==> config.mk <==
export PLATFORM = sky130hd
export DESIGN_NAME = soda_vend_ctrl
export DESIGN_NICKNAME = d
export VERILOG_FILES = /design/src/rtl/vend_pkg.sv /design/src/rtl/vend_timer.sv /design/src/rtl/soda_vend_ctrl.sv
export SDC_FILE = /design/constraint.sdc
export NUM_CORES = 1
export LEC_CHECK = 0
export BUFFER_PORTS_ARGS = -buffer_cell sky130_fd_sc_hd__buf_2
export CAP_MARGIN = 20
export CORE_AREA = 2 2 101 74
export CTS_BUF_LIST = sky130_fd_sc_hd__clkbuf_16
export CTS_CLUSTER_DIAMETER = 150
export DETAILED_ROUTE_END_ITERATION = 8
export DIE_AREA = 0 0 103 76
export HOLD_SLACK_MARGIN = 0.08
export PLACE_DENSITY_LB_ADDON = 0.08
export SLEW_MARGIN = 20
export SYNTH_ARGS = -nofsm -noshare
export SYNTH_HDL_FRONTEND = slang
export SYNTH_SLANG_ARGS = --single-unit
==> constraint.sdc <==
create_clock -name clk -period 3.38 [get_ports clk]
set_input_delay 0.507 -clock clk [delete_from_list [all_inputs] [get_ports clk]]
set_output_delay 0.507 -clock clk [all_outputs]
set_load 0.01 [all_outputs]
==> src/rtl/vend_pkg.sv <==
// Shared encodings, defaults and coin valuation for the three-soda vending controller.
package vend_pkg;

  localparam int DEFAULT_PRICE       = 70;
  localparam int DEFAULT_VEND_CYCLES = 100;
  localparam int DEFAULT_CREDIT_W    = 8;
  localparam int DEFAULT_TOTAL_W     = 16;

  localparam logic [1:0] COIN_N = 2'b00;
  localparam logic [1:0] COIN_I = 2'b01;
  localparam logic [1:0] COIN_Q = 2'b10;
  localparam logic [1:0] COIN_D = 2'b11;

  localparam logic [6:0] VALUE_N = 7'd5;
  localparam logic [6:0] VALUE_I = 7'd10;
  localparam logic [6:0] VALUE_Q = 7'd25;
  localparam logic [6:0] VALUE_D = 7'd100;

  localparam logic [1:0] SEL_A       = 2'b00;
  localparam logic [1:0] SEL_B       = 2'b01;
  localparam logic [1:0] SEL_C       = 2'b10;
  localparam logic [1:0] SEL_ILLEGAL = 2'b11;

  typedef enum logic [1:0] {
    COLLECT,
    WAIT_SEL,
    VEND
  } state_e;

  function automatic logic [6:0] coin_value(input logic [1:0] coin_type);
    logic [6:0] value;
    value = VALUE_N;
    case (coin_type)
      COIN_N:  value = VALUE_N;
      COIN_I:  value = VALUE_I;
      COIN_Q:  value = VALUE_Q;
      COIN_D:  value = VALUE_D;
      default: value = VALUE_N;
    endcase
    return value;
  endfunction

endpackage

==> src/rtl/vend_timer.sv <==
// Loadable down-counter that times the vend-line pulse; done is high whenever the count is zero.
module vend_timer #(
  parameter int VEND_CYCLES = 100
) (
  input  logic clk,
  input  logic reset,
  input  logic load_i,
  input  logic clear_i,
  output logic done_o
);

  localparam int CNT_W = (VEND_CYCLES > 1) ? $clog2(VEND_CYCLES) : 1;
  localparam logic [CNT_W-1:0] LOAD_VAL = CNT_W'(VEND_CYCLES - 1);

  logic [CNT_W-1:0] count_q, count_d;

  // Clear wins over load so an R release during the selection edge leaves the timer idle.
  always_comb begin
    count_d = count_q;
    if (clear_i) begin
      count_d = '0;
    end else if (load_i) begin
      count_d = LOAD_VAL;
    end else if (count_q != '0) begin
      count_d = count_q - 1'b1;
    end
  end

  always_ff @(posedge clk or posedge reset) begin
    if (reset) begin
      count_q <= '0;
    end else begin
      count_q <= count_d;
    end
  end

  assign done_o = (count_q == '0);

endmodule

==> src/rtl/soda_vend_ctrl.sv <==
// Vending controller FSM: coin collection, selection, timed vend pulse and R-button total display.
module soda_vend_ctrl
  import vend_pkg::*;
#(
  parameter int PRICE       = DEFAULT_PRICE,
  parameter int VEND_CYCLES = DEFAULT_VEND_CYCLES,
  parameter int CREDIT_W    = DEFAULT_CREDIT_W,
  parameter int TOTAL_W     = DEFAULT_TOTAL_W
) (
  input  logic                clk,
  input  logic                reset,
  input  logic                coin_valid,
  input  logic [1:0]          coin_type,
  input  logic                sel_valid,
  input  logic [1:0]          sel,
  input  logic                r_btn,
  output logic                coin_ready,
  output logic [CREDIT_W-1:0] credit,
  output logic                a_o,
  output logic                b_o,
  output logic                c_o,
  output logic [TOTAL_W-1:0]  total_disp,
  output logic                disp_valid
);

  state_e              state_q, state_d;
  logic [CREDIT_W-1:0] credit_q, credit_d;
  logic [TOTAL_W-1:0]  total_q, total_d;
  logic [TOTAL_W-1:0]  totalDisp_q, totalDisp_d;
  logic                dispValid_q, dispValid_d;
  logic [1:0]          selLatch_q, selLatch_d;
  logic                rBtnPrev_q;

  logic                rFall;
  logic [CREDIT_W-1:0] creditSum;
  logic [TOTAL_W:0]    totalSum;
  logic                timerLoad;
  logic                timerDone;
  logic                vendActive;

  assign rFall     = rBtnPrev_q & ~r_btn;
  assign creditSum = credit_q + CREDIT_W'(coin_value(coin_type));
  assign totalSum  = {1'b0, total_q} + (TOTAL_W + 1)'(coin_value(coin_type));

  vend_timer #(
    .VEND_CYCLES(VEND_CYCLES)
  ) u_timer (
    .clk    (clk),
    .reset  (reset),
    .load_i (timerLoad),
    .clear_i(rFall),
    .done_o (timerDone)
  );

  // An R release overrides everything; otherwise coins/selections only count while R is up.
  always_comb begin
    state_d     = state_q;
    credit_d    = credit_q;
    total_d     = total_q;
    totalDisp_d = totalDisp_q;
    dispValid_d = 1'b0;
    selLatch_d  = selLatch_q;
    timerLoad   = 1'b0;
    if (rFall) begin
      totalDisp_d = total_q;
      dispValid_d = 1'b1;
      total_d     = '0;
      credit_d    = '0;
      state_d     = COLLECT;
    end else begin
      case (state_q)
        COLLECT: begin
          if (coin_valid && !r_btn) begin
            credit_d = creditSum;
            total_d  = totalSum[TOTAL_W] ? '1 : totalSum[TOTAL_W-1:0];
            if (creditSum >= CREDIT_W'(PRICE)) begin
              state_d = WAIT_SEL;
            end
          end
        end
        WAIT_SEL: begin
          if (sel_valid && !r_btn && (sel != SEL_ILLEGAL)) begin
            state_d    = VEND;
            credit_d   = '0;
            selLatch_d = sel;
            timerLoad  = 1'b1;
          end
        end
        VEND: begin
          if (timerDone) begin
            state_d = COLLECT;
          end
        end
        default: state_d = COLLECT;
      endcase
    end
  end

  always_ff @(posedge clk or posedge reset) begin
    if (reset) begin
      state_q     <= COLLECT;
      credit_q    <= '0;
      total_q     <= '0;
      totalDisp_q <= '0;
      dispValid_q <= 1'b0;
      selLatch_q  <= SEL_A;
      rBtnPrev_q  <= 1'b0;
    end else begin
      state_q     <= state_d;
      credit_q    <= credit_d;
      total_q     <= total_d;
      totalDisp_q <= totalDisp_d;
      dispValid_q <= dispValid_d;
      selLatch_q  <= selLatch_d;
      rBtnPrev_q  <= r_btn;
    end
  end

  // Vend lines decode straight from state so an async reset drops them without waiting for a clock.
  assign vendActive = (state_q == VEND);
  assign a_o        = vendActive && (selLatch_q == SEL_A);
  assign b_o        = vendActive && (selLatch_q == SEL_B);
  assign c_o        = vendActive && (selLatch_q == SEL_C);
  assign coin_ready = (state_q == COLLECT);
  assign credit     = credit_q;
  assign total_disp = totalDisp_q;
  assign disp_valid = dispValid_q;

endmodule
Yosys cells after proc, flatten, opt, wreduce, memory -nomap -nowiden
Index checks and enable logic that the tools add are counted.

word-level totals
  bits in registers = 53
  input bits = 9
  output and inout port bits = 29
  word-level logic and storage cells = 69

cells by class
  add/subtract/negate cells = 3
  order comparisons = 1
  equal/unequal tests = 12
  mux-type cells = 22
  bitwise logic cells = 3
  reduce and logical (&&, ||, !) cells = 20

operator list
  kind                   number
  $mux W16               4
  $pmux W7 S4            1
  $mux W8                3
  $mux W7                3
  $add A16 B7 Y17        1
  $pmux W8 S2            1
  $mux W2                5
  $add A8 B7 Y8          1
  $eq A2 B2 Y1 const B   4
  $ge A8 B7 Y1 const B   1
  $logic_not A7 Y1       1
  $reduce_bool A7 Y1     1
  $sub A7 B1 Y7 const B  1
  $eq A2 B1 Y1 const B   3
  $logic_and A1 B1 Y1    6
  $logic_not A2 Y1       3
  $ne A3 B1 Y1 const B   2
  $ne A3 B3 Y1 const B   2
  $pmux W2 S3            1
  $reduce_and A3 Y1      2
  $reduce_bool A3 Y1     2
  $mux W1                4
  $reduce_and A4 Y1      1
  $reduce_bool A2 Y1     2
  5 further kinds        6

Depth between registers and ports, before layout
Gate-level depths: netlist of run 1.

  depth in word-level cells = 8
  gate-level depth with buffers = 14
  gate-level depth less buffers = 12

Hierarchy
Synthesis of run 1 repeated with hierarchy kept, for this count alone.

second synthesis, totals
  cells, all modules = 390
  area total of the unflattened synthesis = 3326.9 um^2

modules (own cells, without submodules)
  module          instances  cells each  area an instance (um^2)  seq. area each (um^2)
  soda_vend_ctrl  1          346         2919.0                   1151.1
  vend_timer      1          44          407.9                    175.2

Worst setup path before layout of run 1
No wires, ideal clock.

  path type = in2reg
  start = input coin_type[0]
  end = register total_q[6]
  library setup time = 0.123 ns
  arrival time = 2.883 ns
  data required time = 3.257 ns
  setup slack = 0.374 ns
  cell stages on the path = 14
  buffers on the path = 2
  path through = inv_1 ha_1 buf_6 or2_2 ha_1 ha_1 a21oi_2 o22ai_2 a41oi_1 o211a_1 or2_1 buf_6 nand2_1 o221a_1

on the way
  longest elaborated chain between the ends = 7
  elaborated cells on any way between the ends = 10
  classes of those cells = add/sub (1); eq/ne (3); mux (5); reduce/logical (1)

ends and longest elaborated chain
  element                               line                   source
  start: declaration                    soda_vend_ctrl.sv:13   input logic [1:0] coin_type,
  $eq A2 B2 Y1 (tied with other cells)  vend_pkg.sv:33         case (coin_type)
  $pmux W7 S4 (*)                       vend_pkg.sv:33
  $add A16 B7 Y17 (*)                   soda_vend_ctrl.sv:43   assign totalSum = {1'b0, total_q} + (TOTAL_W + 1)'(coin_value(coin_type));
  $mux W16 (*)                          soda_vend_ctrl.sv:75   total_d = totalSum[TOTAL_W] ? '1 : totalSum[TOTAL_W-1:0];
  $mux W16 (*)                          soda_vend_ctrl.sv:73   if (coin_valid && !r_btn) begin
  $mux W16 (*)                          soda_vend_ctrl.sv:71   case (state_q)
  $mux W16 (*)                          soda_vend_ctrl.sv:64   if (rFall) begin
  end signal: assignment                soda_vend_ctrl.sv:111  total_q <= total_d;
  end: declaration                      soda_vend_ctrl.sv:28   logic [TOTAL_W-1:0] total_q, total_d;

Every way passes the cells marked *; elsewhere a longest branch is shown, timed or not. The select of a mux whose other input is x is not followed.
A chain may end at the register's enable or synchronous reset.

Worst setup path in the final report of run 1
  start = input coin_type[0]
  end = register total_q[11]

The elaborated chain is that of the path after synthesis.

==> flow_summary.html, run 1 <==
<table>
<tr><th>Metric</th><th>Value</th></tr>
<tr><th colspan="2">Timing</th></tr>
<tr><td>Endpoints failing hold</td><td>0</td></tr>
<tr><td>Fin Setup TNS</td><td>0 ns</td></tr>
<tr><td>Max-slew violation total from the final report</td><td>0</td></tr>
<tr><td>Time the final worst path needs with I/O delays and setup</td><td>around 3.0 ns</td></tr>
<tr><td>Setup repair after global routing missed its margin</td><td>false</td></tr>
<tr><td>Clock skew after layout</td><td>around 0.0075 ns</td></tr>
<tr><td>Worst slew margin relative to its limit</td><td>approximately half</td></tr>
<tr><td>Maximum clock frequency</td><td>~0.33 GHz</td></tr>
<tr><td>Actual transition at the worst max-transition pin</td><td>~0.75 ns</td></tr>
<tr><td>Final count of negative-setup-slack endpoints</td><td>0</td></tr>
<tr><td>Fin crit share</td><td>between 80% and 90%</td></tr>
<tr><th colspan="2">GRT</th></tr>
<tr><td>First-pass GRT wire length</td><td>between 10 and 15 mm</td></tr>
<tr><td>Global route total overflow</td><td>0</td></tr>
<tr><td>All-layer global routing usage</td><td>roughly a fifth</td></tr>
<tr><td>Number of antenna violations at the first check in global routing</td><td>0</td></tr>
<tr><td>Pin count of the biggest net entering global routing</td><td>36</td></tr>
<tr><td>Via count of the first global-routing pass</td><td>between 2000 and 3000</td></tr>
<tr><th colspan="2">Worst setup path</th></tr>
<tr><td>Reg-to-reg critical path endpoint</td><td>total_q[11]</td></tr>
<tr><td>Startpoint of the lowest-slack register-to-register path</td><td>total_q[3]</td></tr>
<tr><td>Worst-case register-to-register setup slack</td><td>around 0.80 ns</td></tr>
<tr><td>Highest net fanout along the worst path</td><td>10</td></tr>
<tr><td>Endpoint class of the critical path</td><td>register</td></tr>
<tr><td>Worst-case reg-to-reg path depth</td><td>8</td></tr>
<tr><td>CP startpoint kind</td><td>primary input</td></tr>
<tr><td>Category of the most critical setup path</td><td>primary input to register</td></tr>
<tr><td>Endpoint of the most critical setup path</td><td>total_q[11]</td></tr>
<tr><td>Critical Path RT</td><td>between 3 and 4 ns</td></tr>
<tr><td>Arr. time, crit path</td><td>3.19 ns</td></tr>
<tr><td>Crit path from</td><td>coin_type[0]</td></tr>
<tr><th colspan="2">Finish</th></tr>
<tr><td>Total number of nets in the final design</td><td>approximately 430</td></tr>
<tr><td>Area growth from synthesis to final layout</td><td>13.3%</td></tr>
<tr><td>Final standard cell count with taps included and fillers excluded</td><td>between 500 and 600</td></tr>
<tr><td>Fraction of layout instances using a drive strength above 1</td><td>~18%</td></tr>
<tr><td>Antenna fix cells</td><td>0</td></tr>
<tr><td>Post-route core utilization</td><td>a little over half</td></tr>
<tr><td>Final instance area</td><td>approximately 3800 um^2</td></tr>
<tr><th colspan="2">Floorplanning</th></tr>
<tr><td>Row count</td><td>26</td></tr>
<tr><td>Die area</td><td>about 7800 um^2</td></tr>
<tr><td>Core region area</td><td>6960 um^2</td></tr>
<tr><td>Starting utilization of the core area</td><td>between 40% and 50%</td></tr>
<tr><td>Top Ports</td><td>38</td></tr>
<tr><td>Width of the die</td><td>around 100 um</td></tr>
<tr><td>Height of the die</td><td>approximately 76 um</td></tr>
<tr><th colspan="2">Synth</th></tr>
<tr><td>Number of storage elements in the synthesis netlist</td><td>53</td></tr>
<tr><td>Number of flops mapped to enable cells by yosys</td><td>0</td></tr>
<tr><td>Most used standard cell by instance count after synthesis</td><td>nand2_1</td></tr>
<tr><td>Top post-synthesis cells by count</td><td>nand2_1, dfrtp_1, a21oi_1, nor2_1, o21ai_0</td></tr>
<tr><td>Largest cells by area after synthesis</td><td>dfrtp_1, nand2_1, ha_1</td></tr>
<tr><td>Yosys cell types</td><td>68</td></tr>
<tr><td>Post-synthesis cell area</td><td>between 3000 and 4000 um^2</td></tr>
<tr><td>Syn Nets</td><td>a little under 400</td></tr>
<tr><td>Leading area contributor after synthesis</td><td>dfrtp_1</td></tr>
<tr><td>Synth Instances</td><td>roughly 370</td></tr>
<tr><td>Predominant post-synthesis flop cell</td><td>dfrtp_1</td></tr>
<tr><td>Synthesis Warnings</td><td>0</td></tr>
<tr><td>Area fraction of the dominant cell type after synthesis</td><td>39.8%</td></tr>
<tr><td>Share of synthesized registers carrying an async set or reset</td><td>100%</td></tr>
<tr><td>Syn_area_per_cell</td><td>around 9 um^2</td></tr>
<tr><td>Post-synthesis sequential area ratio</td><td>~40%</td></tr>
<tr><th colspan="2">Clock tree</th></tr>
<tr><td>CTS H-tree depth</td><td>2</td></tr>
<tr><td>Clock Latency Late Sink</td><td>0.29 ns</td></tr>
<tr><td>CTS tree</td><td>built</td></tr>
<tr><td>Number of buffers on the longest clock path</td><td>2</td></tr>
<tr><td># hold bufs at CTS</td><td>0</td></tr>
<tr><td>Clock-pin slew of the registers on the worst-case setup and hold paths</td><td>around 0.07 ns</td></tr>
<tr><td>Clock tree root driver cell</td><td>clkbuf_16</td></tr>
<tr><td>CTS Buf Count</td><td>5</td></tr>
<tr><td>Count of cells resized by post-cts repair</td><td>0</td></tr>
<tr><td>Number of post-CTS setup repair buffers</td><td>0</td></tr>
<tr><td>Clock tree sinks</td><td>53</td></tr>
<tr><th colspan="2">Power</th></tr>
<tr><td>Leak</td><td>between 1.5 and 2 nW</td></tr>
<tr><td>Power per Cell Area</td><td>between 600 and 700 nW/um^2</td></tr>
<tr><td>Total power after layout</td><td>approximately 2.6 mW</td></tr>
<tr><td>Worst IR Drop VDD</td><td>between 0.2 and 0.3 mV</td></tr>
<tr><th colspan="2">Drt</th></tr>
<tr><td>DR DRC count</td><td>0</td></tr>
<tr><td>1st-iter DRT viols</td><td>159</td></tr>
<tr><td>Via density per instance</td><td>around 5.5</td></tr>
<tr><td>Overall routed net length</td><td>~7.4 mm</td></tr>
<tr><td>WL per Instance</td><td>roughly 15 um</td></tr>
<tr><td>Via count</td><td>2768</td></tr>
<tr><td>DRT antenna net count</td><td>0</td></tr>
<tr><td>TritonRoute pass-1 iters</td><td>4</td></tr>
<tr><th colspan="2">Run</th></tr>
<tr><td>Count of maximum capacitance violations</td><td>0</td></tr>
<tr><th colspan="2">Placement</th></tr>
<tr><td>Placement-stage cell area</td><td>around 3600 um^2</td></tr>
<tr><td>Placer Congestion</td><td>between 0.8 and 0.9</td></tr>
<tr><td>Half-perimeter wire length after placement</td><td>~5.3 mm</td></tr>
<tr><td>Cell Count Post-Placement</td><td>494</td></tr>
<tr><td>Count of input and output buffers</td><td>37</td></tr>
<tr><th colspan="2">Outcome</th></tr>
<tr><td>Result of the run</td><td>finished clean</td></tr>
<tr><th colspan="2">Hold path</th></tr>
<tr><td>Worst Hold Class</td><td>primary input to async pin</td></tr>
</table>
## area by class of cell
cell class,count,area (um^2)
Tap cell,98,123
Clock inverter,3,68.8
Multi-Input combinational cell,284,1840
Timing Repair Buffer,43,230
Inverter,16,60.1
Fill cell,671,3190
Sequential cell,53,1330
Clock buffer,5,125
## state kept, by name (all words and copies together) (netlist names)
| signal | count |
|---|---|
| credit | 8 |
| total_disp | 16 |
| rBtnPrev_q | 1 |
| disp_valid | 1 |
| u_timer.count_q | 7 |
| selLatch_q | 2 |
| total_q | 16 |
| state_q | 2 |
## metrics by stage
stage	setup WS (ns)	hold slack, ns
after global placement	0.141	0.456
final	0.380	0.340
after detailed placement	0.0777	0.457
after CTS	0.389	0.365
after global routing	0.138	0.364
after floorplan	0.374	0.462
## worst min path at each step
| stage | start | end | slack, ns | cells past startpoint |
|---|---|---|---|---|
| after floorplan | total_q[0] | total_disp[0] | 0.46 | 2 |
| after detailed placement | total_disp[9] | total_disp[9] | 0.46 | 2 |
| after CTS | r_btn | rBtnPrev_q | 0.36 | 1 |
| final | reset | disp_valid | 0.34 | 2 |
| after global routing | r_btn | rBtnPrev_q | 0.36 | 1 |
| after global placement | total_disp[14] | total_disp[14] | 0.46 | 2 |
## per-layer routing
layer	part of all wire, %	global-route usage (%)	vias up
li1	-	-	1387
met1	51	30.5	1321
met2	44	31.0	53
met3	3.7	3.12	7
met4	0.86	4.74	0
met5	0	0	-
## cell families (layout without fill, tap and decap cells)
| group | after synthesis | count (layout) | share of synthesized area [%] |
|---|---|---|---|
| AO/OA/AOI/OAI | 99 | 99 | 22.0 |
| XOR/XNOR | 18 | 18 | 4.73 |
| adder cells (fa/ha/maj) | 18 | 18 | 6.68 |
| buffers and inverters | 32 | 67 | 4.96 |
| flip-flops | 53 | 53 | 39.8 |
| multiplexers | 4 | 4 | 1.31 |
| AND/OR/NAND/NOR | 145 | 145 | 20.5 |
## power by group
group	switching, mW	internal, mW
logic	0.533	0.421
clock network	0.239	0.427
registers	0.173	0.780
total	0.945	1.63
## cell usage in the layout (no fill, tap or decap), types with 2 or more instances in the layout
cell and instances:
a21oi_1 24, a21oi_2 3, a311oi_1 6, a31oi_1 7
a41o_1 3, a41oi_1 3, and2_1 4, and2b_1 2
and3_1 5, and4_1 3, buf_2 37, buf_4 6
bufinv_16 2, clkbuf_16 5, dfrtp_1 53, ha_1 17
inv_1 14, mux2_2 3, nand2_1 77, nand2b_1 4
nand3_1 3, nand3b_1 2, nor2_1 21, nor3_1 8
nor3_2 2, nor3b_1 4, o2111ai_1 2, o21a_1 4
o21ai_0 19, o22ai_1 3, o22ai_2 2, o31ai_1 3
or2_2 3, xnor2_1 10, xor2_1 8
## critical path: stages
cell and delay, ns:
buf_2 0.13, inv_1 0.08, ha_1 0.41, ha_1 0.41
a21oi_2 0.29, o21ai_0 0.13, a32oi_2 0.30, a2bb2oi_2 0.17
o221ai_2 0.23, and4_1 0.28, a311oi_1 0.25
Note: power is estimated with default switching activity, not from simulation.
==> run 2, diff against run 1 <==
--- a/config.mk
+++ b/config.mk
@@ -13,7 +13,7 @@
 export DETAILED_ROUTE_END_ITERATION = 8
 export DIE_AREA = 0 0 103 76
 export HOLD_SLACK_MARGIN = 0.08
-export PLACE_DENSITY_LB_ADDON = 0.08
+export PLACE_DENSITY = 0.7
 export SLEW_MARGIN = 20
 export SYNTH_ARGS = -nofsm -noshare
 export SYNTH_HDL_FRONTEND = slang
==> run 2 against run 1 <==
Combinational power about the same. Routed wire length down 1.8%. Worst hold slack worse by 0.012 ns. Die area unchanged. Count of clock-buffer cells in the layout unchanged. First-iteration DRC count down 26%.
==> flow_summary.html, run 2 (synthesized netlist as in run 1, its figures left out) <==
<table>
<tr><th>Metric</th><th>Value</th></tr>
<tr><th colspan="2">Drt</th></tr>
<tr><td>Via density per instance</td><td>5.52 (was 5.51)</td></tr>
<tr><td>Overall routed net length</td><td>7.31 mm (was 7.45 mm)</td></tr>
<tr><td>DRT antenna net count</td><td>0 (unchanged)</td></tr>
<tr><td>DR DRC count</td><td>0 (unchanged)</td></tr>
<tr><td>1st-iter DRT viols</td><td>118 (was 159)</td></tr>
<tr><td>TritonRoute pass-1 iters</td><td>4 (unchanged)</td></tr>
<tr><td>Via count</td><td>2769 (was 2768)</td></tr>
<tr><td>WL per Instance</td><td>14.6 um (was 14.8 um)</td></tr>
<tr><th colspan="2">Finish</th></tr>
<tr><td>Area of the multi-input gates</td><td>1840 um^2 (unchanged)</td></tr>
<tr><td>Most common library cell in the layout ignoring fill and taps</td><td>nand2_1 (unchanged)</td></tr>
<tr><td>Area growth from synthesis to final layout</td><td>13.3% (unchanged)</td></tr>
<tr><td>Sequential cell area</td><td>1330 um^2 (unchanged)</td></tr>
<tr><td>Antenna fix cells</td><td>0 (unchanged)</td></tr>
<tr><td>Fraction of layout instances using a drive strength above 1</td><td>18.3% (unchanged)</td></tr>
<tr><td>Total number of nets in the final design</td><td>429 (unchanged)</td></tr>
<tr><td>Final instance area</td><td>3770 um^2 (unchanged)</td></tr>
<tr><td>Filler Cell Count</td><td>667 (was 671)</td></tr>
<tr><td>Commonest cells after routing, fill and taps aside</td><td>nand2_1, dfrtp_1, buf_2 (unchanged)</td></tr>
<tr><td>Post-route core utilization</td><td>54.2% (unchanged)</td></tr>
<tr><th colspan="2">Power</th></tr>
<tr><td>Total power after layout</td><td>2.57 mW (about the same)</td></tr>
<tr><td>Power per Cell Area</td><td>681 nW/um^2 (was 682 nW/um^2)</td></tr>
<tr><td>Worst IR Drop VDD</td><td>0.283 mV (was 0.269 mV)</td></tr>
<tr><td>Leak</td><td>1.79 nW (unchanged)</td></tr>
<tr><th colspan="2">Timing</th></tr>
<tr><td>Time the final worst path needs with I/O delays and setup</td><td>3.03 ns (was 3.00 ns)</td></tr>
<tr><td>Fin crit share</td><td>89.5% (was 88.8%)</td></tr>
<tr><td>Setup repair after global routing missed its margin</td><td>false (unchanged)</td></tr>
<tr><td>Clock skew after layout</td><td>0.00939 ns (was 0.00753 ns)</td></tr>
<tr><td>Actual transition at the worst max-transition pin</td><td>0.722 ns (was 0.752 ns)</td></tr>
<tr><td>Final count of negative-setup-slack endpoints</td><td>0 (unchanged)</td></tr>
<tr><td>Worst hold margin</td><td>0.327 ns (was 0.340 ns)</td></tr>
<tr><td>Endpoints failing hold</td><td>0 (unchanged)</td></tr>
<tr><td>Maximum clock frequency</td><td>0.331 GHz (was 0.333 GHz)</td></tr>
<tr><td>Fin Setup TNS</td><td>0 ns (unchanged)</td></tr>
<tr><td>Worst slew margin relative to its limit</td><td>51.8% (was 49.8%)</td></tr>
<tr><td>Max-slew violation total from the final report</td><td>0 (unchanged)</td></tr>
<tr><th colspan="2">Worst setup path</th></tr>
<tr><td>Highest net fanout along the worst path</td><td>10 (unchanged)</td></tr>
<tr><td>Crit path from</td><td>coin_type[0] (unchanged)</td></tr>
<tr><td>Arr. time, crit path</td><td>3.20 ns (was 3.19 ns)</td></tr>
<tr><td>Startpoint of the lowest-slack register-to-register path</td><td>total_q[3] (unchanged)</td></tr>
<tr><td>Category of the most critical setup path</td><td>primary input to register (unchanged)</td></tr>
<tr><td>Critical Path RT</td><td>3.55 ns (was 3.57 ns)</td></tr>
<tr><td>Endpoint class of the critical path</td><td>register (unchanged)</td></tr>
<tr><td>CP startpoint kind</td><td>primary input (unchanged)</td></tr>
<tr><th colspan="2">GRT</th></tr>
<tr><td>First-pass GRT wire length</td><td>12.8 mm (was 12.9 mm)</td></tr>
<tr><td>All-layer global routing usage</td><td>19.9% (was 20.4%)</td></tr>
<tr><td>Pin count of the biggest net entering global routing</td><td>36 (unchanged)</td></tr>
<tr><td>Global route total overflow</td><td>0 (unchanged)</td></tr>
<tr><td>Number of antenna violations at the first check in global routing</td><td>0 (unchanged)</td></tr>
<tr><td>Via count of the first global-routing pass</td><td>2728 (was 2707)</td></tr>
<tr><th colspan="2">Clock tree</th></tr>
<tr><td># hold bufs at CTS</td><td>0 (unchanged)</td></tr>
<tr><td>Clock Latency Late Sink</td><td>0.29 ns (about the same)</td></tr>
<tr><td>CTS H-tree depth</td><td>2 (unchanged)</td></tr>
<tr><td>CTS Buf Count</td><td>5 (unchanged)</td></tr>
<tr><td>Clock tree root driver cell</td><td>clkbuf_16 (unchanged)</td></tr>
<tr><td>Number of post-CTS setup repair buffers</td><td>0 (unchanged)</td></tr>
<tr><td>CTS tree</td><td>built (unchanged)</td></tr>
<tr><td>Clock tree sinks</td><td>53 (unchanged)</td></tr>
<tr><td>Count of cells resized by post-cts repair</td><td>0 (unchanged)</td></tr>
<tr><td>Clock-pin slew of the registers on the worst-case setup and hold paths</td><td>0.08 ns (was 0.07 ns)</td></tr>
<tr><td>Number of buffers on the longest clock path</td><td>2 (unchanged)</td></tr>
<tr><th colspan="2">Placement</th></tr>
<tr><td>Placer Congestion</td><td>0.852 (was 0.802)</td></tr>
<tr><td>Count of input and output buffers</td><td>37 (unchanged)</td></tr>
<tr><td>Placement-stage cell area</td><td>3580 um^2 (unchanged)</td></tr>
<tr><td>Half-perimeter wire length after placement</td><td>5.33 mm (was 5.32 mm)</td></tr>
<tr><th colspan="2">Floorplanning</th></tr>
<tr><td>Starting utilization of the core area</td><td>47.9% (unchanged)</td></tr>
<tr><td>Height of the die</td><td>76 um (unchanged)</td></tr>
<tr><td>Top Ports</td><td>38 (unchanged)</td></tr>
<tr><td>Die area</td><td>7830 um^2 (unchanged)</td></tr>
<tr><td>Width of the die</td><td>103 um (unchanged)</td></tr>
<tr><td>Row count</td><td>26 (unchanged)</td></tr>
<tr><td>Core region area</td><td>6960 um^2 (unchanged)</td></tr>
<tr><th colspan="2">Run</th></tr>
<tr><td>Count of maximum capacitance violations</td><td>0 (unchanged)</td></tr>
<tr><th colspan="2">Hold path</th></tr>
<tr><td>Worst Hold Class</td><td>primary input to async pin (unchanged)</td></tr>
<tr><th colspan="2">Outcome</th></tr>
<tr><td>Result of the run</td><td>finished clean (unchanged)</td></tr>
</table>
run 2: cell counts in the layout (fill, tap and decap cells not counted):
Identical to the previous run, type by type.
run 2: power by group:
part	switching (mW)	total, mW	leakage (nW)	internal [mW]
combinational	0.535	0.957	0.986	0.422
clock	0.234	0.661	0.0944	0.427
sequential	0.170	0.950	0.707	0.780
total	0.940	2.57	1.79	1.63
run 2: path summary, 6_finish.rpt:
| path | endpoint | slack, ns | cells past startpoint |
|---|---|---|---|
| worst max-delay path | total_q[11] | 0.35 | 11 |
| worst min-delay path | total_disp[0] | 0.33 | 2 |
| worst max register to register | total_q[11] | 0.79 | 8 |
| worst min register to register | total_disp[15] | 0.47 | 2 |
| max in group asynchronous | credit[4] | 2.31 | 3 |
| min in group clk | rBtnPrev_q | 0.37 | 1 |
run 2: worst max-delay path: stages:
cell and delay [ns]:
buf_2 0.13, inv_1 0.08, ha_1 0.41, ha_1 0.40
a21oi_2 0.28, o21ai_0 0.14, a32oi_2 0.29, a2bb2oi_2 0.18
o221ai_2 0.21, and4_1 0.26, a311oi_1 0.31
run 2: area by class of cell:
cell class	instances	share of cell area, %
multi-input cells	284	48.8
flip-flops and latches	53	35.1
repair buffers	43	6.10
clock buffers	5	3.32
well taps	98	3.25
clock inverters	3	1.82
inverters	16	1.59
run 2: metrics by stage:
stage / instances / setup slack (ns)
6_report: 502 / 0.355
3_3_place_gp: 494 / 0.148
4_1_cts: 502 / 0.329
2_1_floorplan: 369 / 0.374
5_1_grt: 502 / 0.137
3_5_place_dp: 494 / 0.0476
run 2: layer usage:
layer / vias up / wire (um) / global-route usage (%)
met5: - / 0 / 0
met4: 0 / 16 / 3.95
met3: 2 / 194 / 2.94
met2: 44 / 3380 / 32.3
met1: 1342 / 3720 / 28.3
li1: 1381 / - / -
==> run 3, diff against run 2 <==
--- a/config.mk
+++ b/config.mk
@@ -8,7 +8,7 @@
 export BUFFER_PORTS_ARGS = -buffer_cell sky130_fd_sc_hd__buf_2
 export CAP_MARGIN = 20
 export CORE_AREA = 2 2 101 74
-export CTS_BUF_LIST = sky130_fd_sc_hd__clkbuf_16
+export CTS_BUF_LIST = sky130_fd_sc_hd__clkbuf_8
 export CTS_CLUSTER_DIAMETER = 150
 export DETAILED_ROUTE_END_ITERATION = 8
 export DIE_AREA = 0 0 103 76
==> run 3 against run 2 <==
Count of clock-buffer cells in the layout did not move. Clock power is 21% lower. Worst hold slack lost 0.033 ns. Global-route usage down 0.26 points. First-iteration DRC count up 2.5%. Critical path depth is the same. Die area is the same. Clock skew up 0.0031 ns. Sequential power about the same. Total power is 5.6% lower. Largest cell class unchanged.
==> flow_summary.html, run 3 (synthesized netlist as in run 1, its figures left out) <==
<table>
<tr><th>Metric</th><th>Value</th></tr>
<tr><th colspan="2">Outcome</th></tr>
<tr><td>Result of the run</td><td>finished clean (unchanged)</td></tr>
<tr><th colspan="2">Placement</th></tr>
<tr><td>Placement-stage cell area</td><td>3580 um^2 (unchanged)</td></tr>
<tr><td>Half-perimeter wire length after placement</td><td>5.33 mm (unchanged)</td></tr>
<tr><td>Count of input and output buffers</td><td>37 (unchanged)</td></tr>
<tr><td>Placer Congestion</td><td>0.852 (unchanged)</td></tr>
<tr><th colspan="2">GRT</th></tr>
<tr><td>Global route total overflow</td><td>0 (unchanged)</td></tr>
<tr><td>Number of antenna violations at the first check in global routing</td><td>0 (unchanged)</td></tr>
<tr><td>Pin count of the biggest net entering global routing</td><td>36 (unchanged)</td></tr>
<tr><td>First-pass GRT wire length</td><td>12.6 mm (was 12.8 mm)</td></tr>
<tr><td>All-layer global routing usage</td><td>19.6% (was 19.9%)</td></tr>
<tr><td>Via count of the first global-routing pass</td><td>2704 (was 2728)</td></tr>
<tr><th colspan="2">Clock tree</th></tr>
<tr><td>Clock Latency Late Sink</td><td>0.32 ns (was 0.29 ns)</td></tr>
<tr><td>Clock-pin slew of the registers on the worst-case setup and hold paths</td><td>0.11 ns (was 0.08 ns)</td></tr>
<tr><td>Number of post-CTS setup repair buffers</td><td>0 (unchanged)</td></tr>
<tr><td>Number of buffers on the longest clock path</td><td>2 (unchanged)</td></tr>
<tr><td>CTS H-tree depth</td><td>2 (unchanged)</td></tr>
<tr><td>CTS Buf Count</td><td>5 (unchanged)</td></tr>
<tr><td>CTS tree</td><td>built (unchanged)</td></tr>
<tr><td>Clock tree root driver cell</td><td>clkbuf_8 (was clkbuf_16)</td></tr>
<tr><td># hold bufs at CTS</td><td>0 (unchanged)</td></tr>
<tr><td>Clock tree sinks</td><td>53 (unchanged)</td></tr>
<tr><td>Count of cells resized by post-cts repair</td><td>0 (unchanged)</td></tr>
<tr><th colspan="2">Timing</th></tr>
<tr><td>Final count of negative-setup-slack endpoints</td><td>0 (unchanged)</td></tr>
<tr><td>Clock skew after layout</td><td>0.0125 ns (was 0.00939 ns)</td></tr>
<tr><td>Maximum clock frequency</td><td>0.333 GHz (was 0.331 GHz)</td></tr>
<tr><td>Max-slew violation total from the final report</td><td>0 (unchanged)</td></tr>
<tr><td>Fin Setup TNS</td><td>0 ns (unchanged)</td></tr>
<tr><td>Worst slew margin relative to its limit</td><td>53.0% (was 51.8%)</td></tr>
<tr><td>Endpoints failing hold</td><td>0 (unchanged)</td></tr>
<tr><td>Setup repair after global routing missed its margin</td><td>false (unchanged)</td></tr>
<tr><td>Time the final worst path needs with I/O delays and setup</td><td>3.01 ns (was 3.03 ns)</td></tr>
<tr><td>Fin crit share</td><td>88.9% (was 89.5%)</td></tr>
<tr><td>Actual transition at the worst max-transition pin</td><td>0.704 ns (was 0.722 ns)</td></tr>
<tr><th colspan="2">Hold path</th></tr>
<tr><td>Worst Hold Class</td><td>primary input to async pin (unchanged)</td></tr>
<tr><th colspan="2">Power</th></tr>
<tr><td>Leak</td><td>1.76 nW (was 1.79 nW)</td></tr>
<tr><td>Worst IR Drop VDD</td><td>0.239 mV (was 0.283 mV)</td></tr>
<tr><td>Power per Cell Area</td><td>652 nW/um^2 (was 681 nW/um^2)</td></tr>
<tr><th colspan="2">Run</th></tr>
<tr><td>Count of maximum capacitance violations</td><td>0 (unchanged)</td></tr>
<tr><th colspan="2">Drt</th></tr>
<tr><td>Via density per instance</td><td>5.50 (was 5.52)</td></tr>
<tr><td>TritonRoute pass-1 iters</td><td>4 (unchanged)</td></tr>
<tr><td>Via count</td><td>2763 (was 2769)</td></tr>
<tr><td>Overall routed net length</td><td>7.21 mm (was 7.31 mm)</td></tr>
<tr><td>DRT antenna net count</td><td>0 (unchanged)</td></tr>
<tr><td>WL per Instance</td><td>14.4 um (was 14.6 um)</td></tr>
<tr><td>DR DRC count</td><td>0 (unchanged)</td></tr>
<tr><td>1st-iter DRT viols</td><td>121 (was 118)</td></tr>
<tr><th colspan="2">Floorplanning</th></tr>
<tr><td>Starting utilization of the core area</td><td>47.9% (unchanged)</td></tr>
<tr><td>Top Ports</td><td>38 (unchanged)</td></tr>
<tr><td>Die area</td><td>7830 um^2 (unchanged)</td></tr>
<tr><td>Row count</td><td>26 (unchanged)</td></tr>
<tr><td>Height of the die</td><td>76 um (unchanged)</td></tr>
<tr><td>Width of the die</td><td>103 um (unchanged)</td></tr>
<tr><td>Core region area</td><td>6960 um^2 (unchanged)</td></tr>
<tr><th colspan="2">Finish</th></tr>
<tr><td>Commonest cells after routing, fill and taps aside</td><td>nand2_1, dfrtp_1, buf_2 (unchanged)</td></tr>
<tr><td>Antenna fix cells</td><td>0 (unchanged)</td></tr>
<tr><td>Fraction of layout instances using a drive strength above 1</td><td>18.3% (unchanged)</td></tr>
<tr><td>Total number of nets in the final design</td><td>429 (unchanged)</td></tr>
<tr><td>Area growth from synthesis to final layout</td><td>11.6% (was 13.3%)</td></tr>
<tr><td>Final instance area</td><td>3720 um^2 (was 3770 um^2)</td></tr>
<tr><td>Most common library cell in the layout ignoring fill and taps</td><td>nand2_1 (unchanged)</td></tr>
<tr><th colspan="2">Worst setup path</th></tr>
<tr><td>Arr. time, crit path</td><td>3.21 ns (was 3.20 ns)</td></tr>
<tr><td>CP startpoint kind</td><td>primary input (unchanged)</td></tr>
<tr><td>Endpoint class of the critical path</td><td>register (unchanged)</td></tr>
<tr><td>Critical Path RT</td><td>3.58 ns (was 3.55 ns)</td></tr>
<tr><td>Category of the most critical setup path</td><td>primary input to register (unchanged)</td></tr>
<tr><td>Highest net fanout along the worst path</td><td>10 (unchanged)</td></tr>
<tr><td>Worst-case register-to-register setup slack</td><td>0.79 ns (about the same)</td></tr>
</table>
-- run 3: cell count changes in the layout (fill, tap and decap cells not counted) --
cell / previous run / this run
clkbuf_16: 5 / 0
clkbuf_8: 0 / 5
-- run 3: report_power, final --
| group | switching [mW] | internal (mW) |
|---|---|---|
| combinational | 0.532 | 0.422 |
| sequential | 0.170 | 0.779 |
| clock | 0.223 | 0.298 |
| total | 0.925 | 1.50 |
-- run 3: cell type report --
cell class | instances | area (um^2)
multi-input cells | 284 | 1840
well taps | 98 | 123
clock inverters | 3 | 68.8
inverters | 16 | 60.1
flip-flops and latches | 53 | 1330
repair buffers | 43 | 230
fillers | 681 | 3240
clock buffers | 5 | 68.8
-- run 3: worst paths after layout --
path | start | endpoint | cells past startpoint
worst max-delay path | coin_type[0] | total_q[11] | 11
worst min register to register | total_disp[15] | total_disp[15] | 2
worst max register to register | total_q[3] | total_q[11] | 8
max in group asynchronous | reset | credit[4] | 3
min in group clk | r_btn | rBtnPrev_q | 1
worst min-delay path | reset | total_disp[1] | 2
-- run 3: worst max-delay path, cell delays in order --
cell and delay [ns]:
buf_2 0.13, inv_1 0.08, ha_1 0.41, ha_1 0.40
a21oi_2 0.28, o21ai_0 0.14, a32oi_2 0.29, a2bb2oi_2 0.18
o221ai_2 0.21, and4_1 0.26, a311oi_1 0.31
-- run 3: stage by stage --
stage	hold slack [ns]	total power, mW	worst slack [ns]	cells	utilization (%)
global route	0.336	2.62	0.170	502	53.4
finish	0.294	2.42	0.374	502	53.4
global placement	0.458	1.89	0.148	494	51.4
CTS	0.322	2.43	0.357	502	53.4
detailed placement	0.459	1.91	0.0476	494	51.4
floorplan	0.462	1.67	0.374	369	-
-- run 3: layer usage --
metal / track usage, % / wire [um] / share of wire, %
met1: 28.0 / 3710 / 51
met2: 31.6 / 3260 / 45
met3: 3.49 / 201 / 2.8
met4: 3.55 / 37 / 0.51
met5: 0 / 0 / 0
